--- src/rtl/acc_pkg.sv ---
// Shared types and constants for the accumulator frame serializer.
// FSM states, channel order and the CRC-8 step used by crc8_serial.
package acc_pkg;

    typedef enum logic [1:0] {
        ST_IDLE  = 2'd0,
        ST_SHIFT = 2'd1,
        ST_CRC   = 2'd2,
        ST_GAP   = 2'd3
    } acc_state_e;

    localparam int CH_SA_I  = 0;
    localparam int CH_SA_Q  = 1;
    localparam int CH_CML_I = 2;
    localparam int CH_CML_Q = 3;

    localparam int               CRC_WIDTH = 8;
    localparam logic [CRC_WIDTH-1:0] CRC_POLY  = 8'h07;

    // One serial CRC step: MSB-first, no reflection.
    function automatic logic [CRC_WIDTH-1:0] crc8_step(
        input logic [CRC_WIDTH-1:0] c,
        input logic                 b
    );
        logic fb;
        fb = c[CRC_WIDTH-1] ^ b;
        return {c[CRC_WIDTH-2:0], 1'b0} ^ (fb ? CRC_POLY : '0);
    endfunction

endpackage

--- src/rtl/crc8_serial.sv ---
// Bit-serial CRC-8 (poly 0x07, init 0) over the outgoing data bits.
// A clear together with en restarts the CRC from zero with bit_in.
module crc8_serial
    import acc_pkg::*;
(
    input  logic                 clk,
    input  logic                 reset_n,
    input  logic                 clear,
    input  logic                 en,
    input  logic                 bit_in,
    output logic [CRC_WIDTH-1:0] crc
);

    logic [CRC_WIDTH-1:0] base;

    assign base = clear ? '0 : crc;

    // CRC register: clear has priority as the seed, en folds in one bit.
    always_ff @(posedge clk or negedge reset_n) begin
        if (!reset_n) begin
            crc <= '0;
        end else if (en) begin
            crc <= crc8_step(base, bit_in);
        end else if (clear) begin
            crc <= '0;
        end
    end

endmodule

--- src/rtl/acc_frame_serializer.sv ---
// Buffers one accumulator frame and shifts it out MSB-first with a start flag.
// Optional trailing CRC-8 when ACC_FRAME_CRC_EN is defined.
module acc_frame_serializer
    import acc_pkg::*;
#(
    parameter int ACC_WIDTH = 16,
    parameter int NUM_WORDS = 4,
    parameter int GAP_BITS  = 2
) (
    input  logic                           clk,
    input  logic                           reset_n,
    input  logic                           acc_valid,
    input  logic [NUM_WORDS*ACC_WIDTH-1:0] acc_data,
    output logic                           serial_out,
    output logic                           serial_start,
    output logic                           busy,
    output logic                           buf_full,
    output logic [7:0]                     drop_count
);

    localparam int FRAME_BITS = NUM_WORDS * ACC_WIDTH;
    localparam int CNT_W      = $clog2(FRAME_BITS + 8);

    localparam logic [CNT_W-1:0] LAST_DATA = CNT_W'(FRAME_BITS - 1);
    localparam logic [CNT_W-1:0] GAP_LAST  =
        CNT_W'((GAP_BITS > 0) ? (GAP_BITS - 1) : 0);

    acc_state_e            state;
    acc_state_e            state_next;
    logic [FRAME_BITS-1:0] hold;
    logic [FRAME_BITS-1:0] sr;
    logic [FRAME_BITS-1:0] sr_next;
    logic [CNT_W-1:0]      cnt;
    logic [CNT_W-1:0]      cnt_next;
    logic                  out_next;
    logic                  start_next;
    logic                  load;
    logic                  accept;
    logic                  drop;

`ifdef ACC_FRAME_CRC_EN
    localparam logic [CNT_W-1:0] FIRST_CRC = CNT_W'(FRAME_BITS);
    localparam logic [CNT_W-1:0] LAST_CRC  = CNT_W'(FRAME_BITS + 7);

    logic                 crc_clear;
    logic                 crc_en;
    logic                 crc_bit;
    logic [CRC_WIDTH-1:0] crc;

    crc8_serial u_crc (
        .clk     (clk),
        .reset_n (reset_n),
        .clear   (crc_clear),
        .en      (crc_en),
        .bit_in  (crc_bit),
        .crc     (crc)
    );
`endif

    // HOLD hands over to SR on the IDLE load cycle; a strobe on that
    // same edge refills HOLD instead of being dropped.
    assign load   = (state == ST_IDLE) && buf_full;
    assign accept = acc_valid && (!buf_full || load);
    assign drop   = acc_valid && buf_full && !load;
    assign busy   = (state != ST_IDLE);

    // Holding buffer and saturating drop counter.
    always_ff @(posedge clk or negedge reset_n) begin
        if (!reset_n) begin
            hold       <= '0;
            buf_full   <= 1'b0;
            drop_count <= '0;
        end else begin
            if (accept) begin
                hold     <= acc_data;
                buf_full <= 1'b1;
            end else if (load) begin
                buf_full <= 1'b0;
            end
            if (drop && (drop_count != 8'hFF)) begin
                drop_count <= drop_count + 8'd1;
            end
        end
    end

    // FSM state, shift register, bit counter and registered pad outputs.
    always_ff @(posedge clk or negedge reset_n) begin
        if (!reset_n) begin
            state        <= ST_IDLE;
            sr           <= '0;
            cnt          <= '0;
            serial_out   <= 1'b0;
            serial_start <= 1'b0;
        end else begin
            state        <= state_next;
            sr           <= sr_next;
            cnt          <= cnt_next;
            serial_out   <= out_next;
            serial_start <= start_next;
        end
    end

    // Next-state and next-output decode; idle line level is 0.
    always_comb begin
        state_next = state;
        sr_next    = sr;
        cnt_next   = cnt;
        out_next   = 1'b0;
        start_next = 1'b0;
`ifdef ACC_FRAME_CRC_EN
        crc_clear  = 1'b0;
        crc_en     = 1'b0;
        crc_bit    = 1'b0;
`endif
        unique case (state)
            ST_IDLE: begin
                if (buf_full) begin
                    state_next = ST_SHIFT;
                    sr_next    = hold << 1;
                    cnt_next   = '0;
                    out_next   = hold[FRAME_BITS-1];
                    start_next = 1'b1;
`ifdef ACC_FRAME_CRC_EN
                    crc_clear  = 1'b1;
                    crc_en     = 1'b1;
                    crc_bit    = hold[FRAME_BITS-1];
`endif
                end
            end
            ST_SHIFT: begin
                if (cnt == LAST_DATA) begin
`ifdef ACC_FRAME_CRC_EN
                    state_next = ST_CRC;
                    cnt_next   = FIRST_CRC;
                    out_next   = crc[CRC_WIDTH-1];
                    sr_next    = {crc[CRC_WIDTH-2:0],
                                  {(FRAME_BITS-CRC_WIDTH+1){1'b0}}};
`else
                    state_next = (GAP_BITS == 0) ? ST_IDLE : ST_GAP;
                    cnt_next   = '0;
`endif
                end else begin
                    cnt_next = cnt + 1'b1;
                    out_next = sr[FRAME_BITS-1];
                    sr_next  = sr << 1;
`ifdef ACC_FRAME_CRC_EN
                    crc_en   = 1'b1;
                    crc_bit  = sr[FRAME_BITS-1];
`endif
                end
            end
`ifdef ACC_FRAME_CRC_EN
            ST_CRC: begin
                if (cnt == LAST_CRC) begin
                    state_next = (GAP_BITS == 0) ? ST_IDLE : ST_GAP;
                    cnt_next   = '0;
                end else begin
                    cnt_next = cnt + 1'b1;
                    out_next = sr[FRAME_BITS-1];
                    sr_next  = sr << 1;
                end
            end
`endif
            ST_GAP: begin
                if (cnt == GAP_LAST) begin
                    state_next = ST_IDLE;
                    cnt_next   = '0;
                end else begin
                    cnt_next = cnt + 1'b1;
                end
            end
            default: begin
                state_next = ST_IDLE;
                cnt_next   = '0;
            end
        endcase
    end

endmodule
--- config.mk ---
export PLATFORM = sky130hd
export DESIGN_NAME = acc_frame_serializer
export DESIGN_NICKNAME = d
export VERILOG_FILES = /design/src/rtl/acc_pkg.sv /design/src/rtl/crc8_serial.sv /design/src/rtl/acc_frame_serializer.sv
export SDC_FILE = /design/constraint.sdc
export NUM_CORES = 1
export LEC_CHECK = 0
export BUFFER_PORTS_ARGS = -buffer_cell sky130_fd_sc_hd__buf_2
export CORE_MARGIN = 1
export CORE_UTILIZATION = 57
export CTS_BUF_LIST = sky130_fd_sc_hd__clkbuf_16
export DETAILED_ROUTE_END_ITERATION = 8
export GPL_ROUTABILITY_DRIVEN = 0
export PLACE_DENSITY = 0.79
export SLEW_MARGIN = 20
export SYNTH_ARGS = -nofsm -noshare
export SYNTH_HDL_FRONTEND = slang
export SYNTH_SLANG_ARGS = --single-unit
--- constraint.sdc ---
create_clock -name clk -period 1.9 [get_ports clk]
set_input_delay 0.19 -clock clk [delete_from_list [all_inputs] [get_ports clk]]
set_output_delay 0.19 -clock clk [all_outputs]
set_load 0.05 [all_outputs]
== Word level (Yosys, flattened, before mapping) ==
Index checks and enable logic that the tools add are counted.

* Add/sub/neg operators: 2
* Eq/ne operators: 9
* Multiplexer cells: 18
* Reduce and logical (&&, ||, !) cells: 14

{| class="wikitable"
|+ Operators with widths
! operator !! count
|-
| 64-bit two-way mux || 2
|-
| 64-bit case mux with 2 select lines || 1
|-
| 7-bit two-way mux || 3
|-
| 7-bit case mux with 3 select lines || 1
|-
| 8-bit by 1-bit adder with 8-bit output, second input constant || 1
|-
| 2-bit inequality test, second input constant || 4
|-
| 8-bit inequality test, second input constant || 1
|-
| 7-bit by 1-bit adder with 7-bit output, second input constant || 1
|-
| 7-bit by 1-bit equality test with 1-bit output, second input constant || 1
|-
| 7-bit by 6-bit equality test with 1-bit output, second input constant || 1
|-
| 1-bit two-way mux || 6
|-
| 2-bit two-way mux || 3
|-
| 2-bit case mux with 3 select lines || 1
|-
| 3-bit AND reduction || 2
|-
| 2-bit nonzero test || 3
|-
| 1-bit logical AND || 5
|-
| 2-bit by 1-bit equality test with 1-bit output, second input constant || 1
|-
| 2-bit equality test, second input constant || 1
|-
| 1-bit logical NOT || 2
|-
| 2-bit logical NOT || 1
|-
| 1-bit case mux with 2 select lines || 1
|-
| 1-bit logical OR || 1
|}

* Bits in registers: 148
* Input port bits: 67
* Output and inout port bits: 12

== Longest topological paths before layout ==
Gate-level depths: netlist (run 1).

* Word-level depth: 5
* Depth in mapped cells: 7
* Depth with buffers taken out: 5

== Least setup slack after synthesis (run 1) ==
No wires, ideal clock.

* Path kind: flip-flop to flip-flop
* Start: register buf_full
* End: register hold[0]
* Arrival: 1.715 ns
* Data required time: 1.775 ns
* Path slack: 0.060 ns
* Cell stages (with the launch flop): 5
* Path buffers: 1
* Cells stage by stage: dfrtp_1 > o21ai_0 > nand2_1 > buf_2 > mux2_2

* Cells in the longest elaborated chain, start to end: 3
* Elaborated cells between the ends (all ways): 4
* Those cells by class: reduce/logical (4)

{| class="wikitable"
|+ RTL lines
! element !! line !! text
|-
| start, declared || acc_frame_serializer.sv:17 || <nowiki>output logic buf_full,</nowiki>
|-
| start signal, assigned || acc_frame_serializer.sv:71 || <nowiki>buf_full <= 1'b0;</nowiki>
|-
| start signal, assigned || acc_frame_serializer.sv:76 || <nowiki>buf_full <= 1'b1;</nowiki>
|-
| start signal, assigned || acc_frame_serializer.sv:78 || <nowiki>buf_full <= 1'b0;</nowiki>
|-
| 1-bit logical NOT or 1-bit logical AND (tied branches) || acc_frame_serializer.sv:63, acc_frame_serializer.sv:62 ||
|-
| 1-bit logical OR (*) || acc_frame_serializer.sv:63 || <nowiki>assign accept = acc_valid && (!buf_full || load);</nowiki>
|-
| 1-bit logical AND (*) || acc_frame_serializer.sv:63 ||
|-
| end signal, assigned || acc_frame_serializer.sv:75 || <nowiki>hold <= acc_data;</nowiki>
|-
| end, declared || acc_frame_serializer.sv:30 || <nowiki>logic [FRAME_BITS-1:0] hold;</nowiki>
|}

Mark *: on every way between the ends. The rest lies on a longest branch, timed or not.
A chain may end at the register's enable or synchronous reset.

== Worst setup path after layout (run 1) ==
* Start: register cnt[0]
* End: register sr[22]

* Cells in the longest elaborated chain, start to end: 3

{| class="wikitable"
|+ RTL lines
! element !! line !! text
|-
| start, declared || acc_frame_serializer.sv:33 || <nowiki>logic [CNT_W-1:0] cnt;</nowiki>
|-
| start signal, assigned || acc_frame_serializer.sv:97 || <nowiki>cnt <= cnt_next;</nowiki>
|-
| 7-bit by 6-bit equality test with 1-bit output || acc_frame_serializer.sv:131 || <nowiki>if (cnt == LAST_DATA) begin</nowiki>
|-
| 2-bit inequality test (no line) || - ||
|-
| 3-bit AND reduction (no line) || - ||
|-
| end signal, assigned || acc_frame_serializer.sv:96 || <nowiki>sr <= sr_next;</nowiki>
|-
| end, declared || acc_frame_serializer.sv:31 || <nowiki>logic [FRAME_BITS-1:0] sr;</nowiki>
|}

No other way between the ends.

==> impl_metrics.tcl, run 1 <==
set metrics [dict create \
    yosys_warnings 0 \
    p_comb_frac 0.099 \
    drtIter0Drc 125 \
    drtAntennaViolNets 0 \
    initial_core_util 0.5932 \
    tritoncts "yes" \
    vias_per_cell 5.378 \
    clkSlewWorstSetupHoldPaths_ps 60 \
    row_count 37 \
    cap_viol_max_count 0 \
    nNetsFinal 671 \
    cp-start-kind "flip-flop" \
    cp-end-kind "flip-flop" \
    seq_power_share 0.466 \
    synthesis.nets 569 \
    finalPower_mw 7.567 \
    ios 79 \
    routed-via-count 4039 \
    r2r_slack_ps 80 \
    die_area_sq_um 11310 \
    cts_sinks 147 \
    die_w_um 106.3 \
    grt_pass1_vias 4171 \
    fin_tns_setup_ps 0 \
    vdd_drop_max_mv 0.6750 \
    wl_per_cell_um 15.08 \
    antenna_found_initial 0 \
    hp-class "in -> reg" \
    grt_pass1_wl_um 19150 \
    grt_max_degree 80 \
    run_status "completed" \
    first_pass_iters 6 \
    p_int_mw 5.718 \
    io_buffers 78 \
    cts_root_buffer "clkbuf_16" \
    cts_buffer_depth 2 \
    skew_ps 10.21 \
    grtUsageTotal 0.2203 \
    synthCells 499 \
    hold_start "acc_data[10]" \
    maxSlewViolCount 0 \
    finalHoldViolCount 0 \
    clk_latency_ps 410 \
    ys_seq_area_frac 0.5927 \
    core_sq_um 10460 \
    cp.required_ps 2170 \
    synth_ff_type "dfrtp_1" \
    async_flop_share 1.000 \
    drive_above_1_share 0.3127 \
    setup_viol 0 \
    ys_ff_latch 147 \
    p_sw_frac 0.2444 \
    crit_fanout 79 \
    drcViolationCount 0 \
    worstPathArrival_ps 2090 \
    criticalPathCategory "reg -> reg" \
    drt-total-wl_um 11320 \
    fin_util 0.7232 \
    yosysUniqueCellTypes 36 \
    area.growth.synth_to_final_pct 21.92 \
    cellPowerDensity_nw_per_um2 1000 \
    r2r-start "cnt[0]" \
    min_period_ps 1815 \
    switchingPower_mw 1.850 \
    rsz0062_at_grt "no" \
    tightest_slew_ps 546.3 \
    max_freq_mhz 550.9 \
    clockPowerShare 0.436 \
    h-tree-depth 4 \
    grt_overflow 0 \
    die_y_um 106.3 \
    synth_area_sq_um 6206 \
    synth_edf_count 0 \
    relSlewSlack 0.6358 \
    cts_buffers 17 \
    crit_start "cnt[0]" \
    p_leak_nw 4.198 \
    period_share 0.9555 \
    place_hpwl_um 7141 \
    avgSynthCellArea_sq_um 12.44 \
]
[area by class of cell]
cell class                      instances  area, sq um
Sequential cell                       147         3679
Fill cell                             738         2897
Multi-Input combinational cell        320         2347
Timing Repair Buffer                  110        759.5
Clock buffer                           17        425.4
Tap cell                              136        170.2
Clock inverter                         15        163.9
Inverter                                5        18.77
Antenna cell                            1        2.502
[power by group through the flow]
stage / Combinational (mW) / Sequential [mW] / Clock [mW]
finish: 0.746 / 3.52 / 3.30
CTS: 0.756 / 3.52 / 3.36
global route: 0.817 / 3.55 / 3.50
detailed placement: 0.725 / 3.58 / 0
floorplan: 0.239 / 3.77 / 0
global placement: 0.697 / 3.56 / 0
[cells in the final DEF (no fill, tap or decap), types with 2 or more instances in the layout]
| cell | n |
|---|---|
| clkinvlp_4 | 2 |
| xnor2_1 | 4 |
| dlygate4sd3_1 | 19 |
| mux2i_1 | 63 |
| buf_4 | 7 |
| mux2_2 | 65 |
| nand3_1 | 4 |
| buf_12 | 6 |
| ha_1 | 3 |
| xor2_1 | 5 |
| dfrtp_1 | 147 |
| buf_2 | 77 |
| clkinv_2 | 5 |
| clkinv_1 | 2 |
| o21ai_0 | 7 |
| a21oi_1 | 63 |
| o211ai_1 | 2 |
| clkinv_4 | 2 |
| and3_1 | 3 |
| o2bb2ai_1 | 2 |
| nor3_1 | 2 |
| bufinv_16 | 3 |
| nor2_1 | 67 |
| clkbuf_16 | 17 |
| nand2_1 | 13 |
| inv_1 | 4 |
[worst max-delay path: stages (launching register included)]
cell and delay (ps):
dfrtp_1 400, ha_1 220, nand3_2 100, o41a_2 500, buf_12 220, nor2_1 140
a21oi_1 60
[Yosys cell counts (4+ instances only)]
cell / count / area [sq um]
xnor2_1: 4 / 35.03
mux2i_1: 63 / 630.6
xor2_1: 5 / 43.79
buf_2: 15 / 75.07
buf_6: 6 / 67.56
a21oi_1: 63 / 315.3
nand3_1: 4 / 20.02
inv_1: 4 / 15.01
clkbuf_1: 6 / 22.52
nor2_1: 67 / 251.5
mux2_2: 65 / 732.0
o21ai_0: 7 / 35.03
dfrtp_1: 147 / 3679
nand2_1: 14 / 52.55
[flip-flops by register name (all words and copies together), names as in the netlist]
name / count
buf_full: 1
serial_out: 1
state: 2
sr: 63
serial_start: 1
drop_count: 8
cnt: 7
hold: 64
[cell families (layout without fill, tap and decap cells)]
logic type / Yosys count / count (layout) / share of synthesized area
AO/OA/AOI/OAI: 81 / 81 / 0.07117
buffers and inverters: 32 / 147 / 0.02963
flip-flops: 147 / 147 / 0.5927
other: 0 / 1 / 0
multiplexers: 128 / 128 / 0.2196
XOR/XNOR: 9 / 9 / 0.01270
adder cells (fa/ha/maj): 3 / 3 / 0.006049
AND/OR/NAND/NOR: 99 / 99 / 0.06815
[path summary, 6_finish.rpt]
kind / cells past startpoint / to
min in group asynchronous: 2 / sr[13]
min: 2 / hold[10]
min reg2reg: 1 / sr[1]
max: 6 / sr[22]
max in group asynchronous: 3 / cnt[3]
max reg2reg: 6 / sr[22]
[layer usage]
layer  share of wire  GRT usage  vias to the layer above  wire length, um
met5               0          0                        -                0
met4           0.011    0.07044                        0              127
met3           0.036    0.05947                        9              403
met2            0.53     0.3808                       69             5992
met1            0.42     0.2678                     2015             4800
li1                -          -                     1946                -
[through the flow]
stage / cell area (sq um) / hold slack (ps) / worst slack [ps] / instances
5_1_grt: 7564 / 2.557 / 6.754 / 750
2_1_floorplan: 6206 / -105.6 / 60.03 / 499
6_report: 7566 / 11.40 / 84.63 / 751
4_1_cts: 7546 / 0.1027 / 50.69 / 748
3_3_place_gp: 6777 / 186.4 / 183.7 / 698
3_5_place_dp: 6777 / 194.3 / 108.0 / 698
[what timing repair did]
item                       4_1_cts  5_1_grt
buffers inserted                 0        1
hold buffers                    18        1
setup endpoints to repair        0       11
resized for setup                0        0
hold endpoints to repair        73        1
Note: power is estimated with default switching activity, not from simulation.
==> run 2: changes to the inputs <==
- BUFFER_PORTS_ARGS: -buffer_cell sky130_fd_sc_hd__buf_2 -> default
- CORE_UTILIZATION: 57 -> 58
- DONT_BUFFER_PORTS: default -> 1
- PLACE_DENSITY: 0.79 -> 0.74
==> impl_metrics.tcl, run 2 (same netlist as run 1, synthesis figures left out) <==
set metrics [dict create \
    drcViolationCount 0 \
    grtUsageTotal 0.2380 \
    cp-start-kind "flip-flop" \
    clkSlewWorstSetupHoldPaths_ps 60 \
    finalHoldViolCount 147 \
    cts_root_buffer "clkbuf_16" \
    cts_sinks 147 \
    ios 79 \
    final_common_cell "dfrtp_1" \
    run_status "finished with violations" \
    grt_overflow 0 \
    largest_reg_flops 64 \
    io_buffers 0 \
    vias_per_cell 5.539 \
    p_leak_nw 4.114 \
    first_pass_iters 4 \
    die_area_sq_um 11120 \
    drt-total-wl_um 12130 \
    tritoncts "yes" \
    tightest_slew_ps 478.6 \
    fin_tns_setup_ps 0 \
    rsz0062_at_grt "no" \
    cts_buffer_depth 2 \
    cap_viol_max_count 0 \
    die_y_um 105.4 \
    multiInputGateArea_sq_um 2359 \
    grt_pass1_vias 4111 \
    cp-end-kind "flip-flop" \
    cts_buffers 17 \
    instances_no_fill 726 \
    vdd_drop_max_mv 0.8908 \
    hp-class "in -> async" \
    h-tree-depth 4 \
    max_freq_mhz 577.9 \
    drtIter0Drc 195 \
    hold_buffers 65 \
    skew_ps 7.091 \
    routed-via-count 4021 \
    maxSlewViolCount 0 \
    place_hpwl_um 6482 \
    layout_common_cells "147 x dfrtp_1, 67 x nor2_1, 65 x mux2_2, 65 x dlygate4sd3_1" \
    core_sq_um 10370 \
    drive_above_1_share 0.2017 \
    clk_latency_ps 420 \
    relSlewSlack 0.6811 \
    die_w_um 105.4 \
    grt_pass1_wl_um 20130 \
    grt_max_degree 148 \
    cellPowerDensity_nw_per_um2 981.3 \
    reg.largest.list "hold: 64 flops, sr: 63 flops, drop_count: 8 flops" \
    row_count 37 \
    area.growth.synth_to_final_pct 23.47 \
    setup_ws_ps 169.5 \
    initial_core_util 0.5985 \
    seq_area_sq_um 3679 \
    fillers 686 \
    violations "negative hold slack" \
    worstPathArrival_ps 2020 \
    period_share 0.9108 \
    drtAntennaViolNets 0 \
    placed_cells 627 \
    pre_cts_ws_ps 18.96 \
    criticalPathCategory "reg -> reg" \
    top_register "hold" \
    nNetsFinal 647 \
    diodes 0 \
    crit_fanout 46 \
    wl_per_cell_um 16.71 \
    cp.required_ps 2190 \
    whs_ps -534.8 \
    min_period_ps 1731 \
    antenna_found_initial 0 \
    setup_viol 0 \
]
[run 2: path summary, 6_finish.rpt]
path	start	end	slack, ps	depth (start not counted)
setup / recovery	cnt[1]	sr[34]	170	6
max in group asynchronous	reset_n	hold[51]	2190	0
setup reg to reg	cnt[1]	sr[34]	170	6
hold reg to reg	hold[42]	hold[42]	510	1
hold / removal	reset_n	hold[20]	-530	0
min in group clk	acc_valid	drop_count[4]	150	3
[run 2: what timing repair did]
item	4_1_cts	5_1_grt
endpoints found under the setup margin	0	63
endpoints found under the hold margin	212	147
resized for setup	0	4
buffers inserted	0	1
[run 2: layer usage]
metal | GRT usage | vias to the layer above | wire [um] | share of wire
met5 | 0 | - | 0 | 0
met4 | 0.06640 | 0 | 127 | 0.010
met1 | 0.2846 | 2037 | 5206 | 0.43
met2 | 0.4079 | 77 | 6342 | 0.52
li1 | - | 1895 | - | -
met3 | 0.08287 | 12 | 459 | 0.038
[run 2: report_power, final]
group	switching [mW]	leakage [nW]	total (mW)	internal, mW
Clock	1.23	0.289	3.25	2.02
Combinational	0.425	1.90	0.782	0.357
Sequential	0.124	1.92	3.48	3.36
[run 2: critical path, cell delays in order (launching register included)]
cell and delay [ps]:
dfrtp_1 390, ha_2 220, nand3_2 140, o41a_4 430, buf_16 200, nor2_1 150
a21oi_1 60
[run 2: area by class of cell]
class	count	share of cell area
flip-flops and latches	147	0.4801
well taps	136	0.02221
repair buffers	86	0.1125
inverters	5	0.002449
clock buffers	17	0.05552
clock inverters	15	0.01943
multi-input cells	320	0.3078
[run 2: through the flow]
step / power [mW] / instance area, sq um / util
after floorplan: 4.008 / 6206 / -
after global placement: 4.175 / 6382 / 0.6155
after detailed placement: 4.202 / 6382 / 0.6155
after CTS: 7.572 / 7607 / 0.7336
after global routing: 7.792 / 7662 / 0.7389
final: 7.519 / 7662 / 0.7389
==> run 3: changes to the inputs <==
- clock period: 1.9 -> 1.6 ns (I/O delays scaled with it)
==> impl_metrics.tcl, run 3 (same netlist as run 1, synthesis figures left out) <==
set metrics [dict create \
    seq_power_share 0.468 \
    slowest_delay_ps 400 \
    cts_buffer_depth 2 \
    worstPathArrival_ps 1990 \
    violations "negative hold slack, negative setup slack" \
    fillers 660 \
    cts_buffers 17 \
    grt_max_degree 148 \
    first_pass_iters 4 \
    clk_latency_ps 420 \
    top_register "hold" \
    rsz0062_at_grt "yes" \
    min_period_ps 1694 \
    run_status "finished with violations" \
    tritoncts "yes" \
    initial_core_util 0.5985 \
    switchingPower_mw 2.090 \
    largest_reg_flops 64 \
    wl_per_cell_um 17.81 \
    cellPowerDensity_nw_per_um2 1106 \
    routed-via-count 4095 \
    relSlewSlack 0.6617 \
    seq_area_sq_um 3685 \
    cp_cell_sequence "ha_2, nand3_2, o41a_4, buf_12, clkbuf_16, nor2_1, a21oi_1" \
    multiInputGateArea_sq_um 2549 \
    p_comb_frac 0.108 \
    finalPower_mw 8.903 \
    cp-end-kind "flip-flop" \
    period_share 1.059 \
    grt_overflow 0 \
    antenna_found_initial 0 \
    nNetsFinal 659 \
    grt_pass1_vias 4144 \
    row_count 37 \
    cts_sinks 147 \
    final_common_cell "dfrtp_1" \
    crit_slowest_cell "o41a_4" \
    clkSlewWorstSetupHoldPaths_ps 50 \
    layout_common_cells "142 x dfrtp_1, 65 x mux2_2, 65 x dlygate4sd3_1, 62 x mux2i_1, 54 x nor2_1" \
    reg.largest.list "hold: 64 flops, sr: 63 flops, drop_count: 8 flops" \
    p_sw_frac 0.2347 \
    diodes 0 \
    drt-total-wl_um 13090 \
    drcViolationCount 0 \
    grtUsageTotal 0.2404 \
    max_freq_mhz 590.4 \
    skew_ps 9.511 \
    h-tree-depth 4 \
    core_sq_um 10370 \
    die_w_um 105.4 \
    die_area_sq_um 11120 \
    p_int_mw 6.813 \
    io_buffers 0 \
    drtAntennaViolNets 0 \
    criticalPathCategory "reg -> reg" \
    cts_root_buffer "clkbuf_16" \
    drtIter0Drc 177 \
    cp-start-kind "flip-flop" \
    hold_buffers 65 \
    vdd_drop_max_mv 0.8811 \
    crit_fanout 15 \
    area.growth.synth_to_final_pct 29.76 \
    cap_viol_max_count 0 \
    setup_viol 63 \
    cp.required_ps 1900 \
    vias_per_cell 5.571 \
    grt_pass1_wl_um 20360 \
    die_y_um 105.4 \
    p_leak_nw 4.213 \
    clockPowerShare 0.424 \
    tightest_slew_ps 505.2 \
    ios 79 \
    setup_ws_ps -93.80 \
    maxSlewViolCount 0 \
    drive_above_1_share 0.2988 \
    hp-class "in -> async" \
    place_hpwl_um 6708 \
    whs_ps -560.0 \
    fin_util 0.7765 \
    finalHoldViolCount 147 \
]
## run 3: cell types whose count changed in the layout (fill, tap and decap cells not counted), sizes merged
cell      before  now
buf           20   29
clkbuf        18   21
clkinv         9    6
clkinvlp       1    0
inv            7    8
## run 3: metrics by stage
stage / setup TNS, ps / std cells / instance area [sq um] / setup slack [ps]
global route: -6812 / 735 / 8053 / -165.9
CTS: -44.74 / 728 / 7735 / -9.748
floorplan: -2311 / 499 / 6247 / -38.39
global placement: 0 / 633 / 6494 / 38.59
finish: -2633 / 735 / 8053 / -93.80
detailed placement: -200.7 / 633 / 6494 / -53.37
## run 3: timing repair
action                                  CTS  global route
buffers inserted                          0             2
endpoints found under the hold margin   212           147
resized for setup                         3            49
pin swaps                                 0             1
endpoints found under the setup margin   41            89
gates cloned                              1             5
## run 3: layout make-up
type | instances | share of cell area
clock buffers | 17 | 0.05283
clock inverters | 12 | 0.01569
inverters | 5 | 0.002331
multi-input cells | 320 | 0.3165
flip-flops and latches | 147 | 0.4576
well taps | 136 | 0.02113
repair buffers | 98 | 0.1339
## run 3: worst paths after layout
path	start	endpoint	slack, ps	cells after the start
setup / recovery	cnt[0]	sr[63]	-90	7
hold / removal	reset_n	drop_count[7]	-560	0
setup reg to reg	cnt[0]	sr[63]	-90	7
hold reg to reg	hold[63]	serial_out	480	1
max in group asynchronous	reset_n	drop_count[0]	1950	0
min in group clk	acc_valid	drop_count[3]	200	3
## run 3: power groups by stage
stage / combinational (mW) / clock [mW] / sequential, mW
5_1_grt: 1.03 / 4.00 / 4.19
4_1_cts: 0.950 / 3.83 / 4.16
3_5_place_dp: 0.814 / 0 / 4.21
6_report: 0.963 / 3.78 / 4.16
3_3_place_gp: 0.784 / 0 / 4.20
2_1_floorplan: 0.300 / 0 / 4.49
## run 3: routing by layer
layer / part of all wire / vias up / track usage
met5: 0 / - / 0
met4: 0.016 / 0 / 0.09759
met3: 0.038 / 18 / 0.06122
met2: 0.52 / 85 / 0.4027
met1: 0.43 / 2079 / 0.2985
li1: - / 1913 / -
## run 3: worst max-delay path, delay by kind of cell (launching register included)
kind / cells / cell delay (ps)
adders and majority gates: 1 / 210
and+or+nand+nor: 2 / 220
AOI/OAI and AO/OA: 2 / 450
buffers and inverters: 2 / 350
DFF: 1 / 350
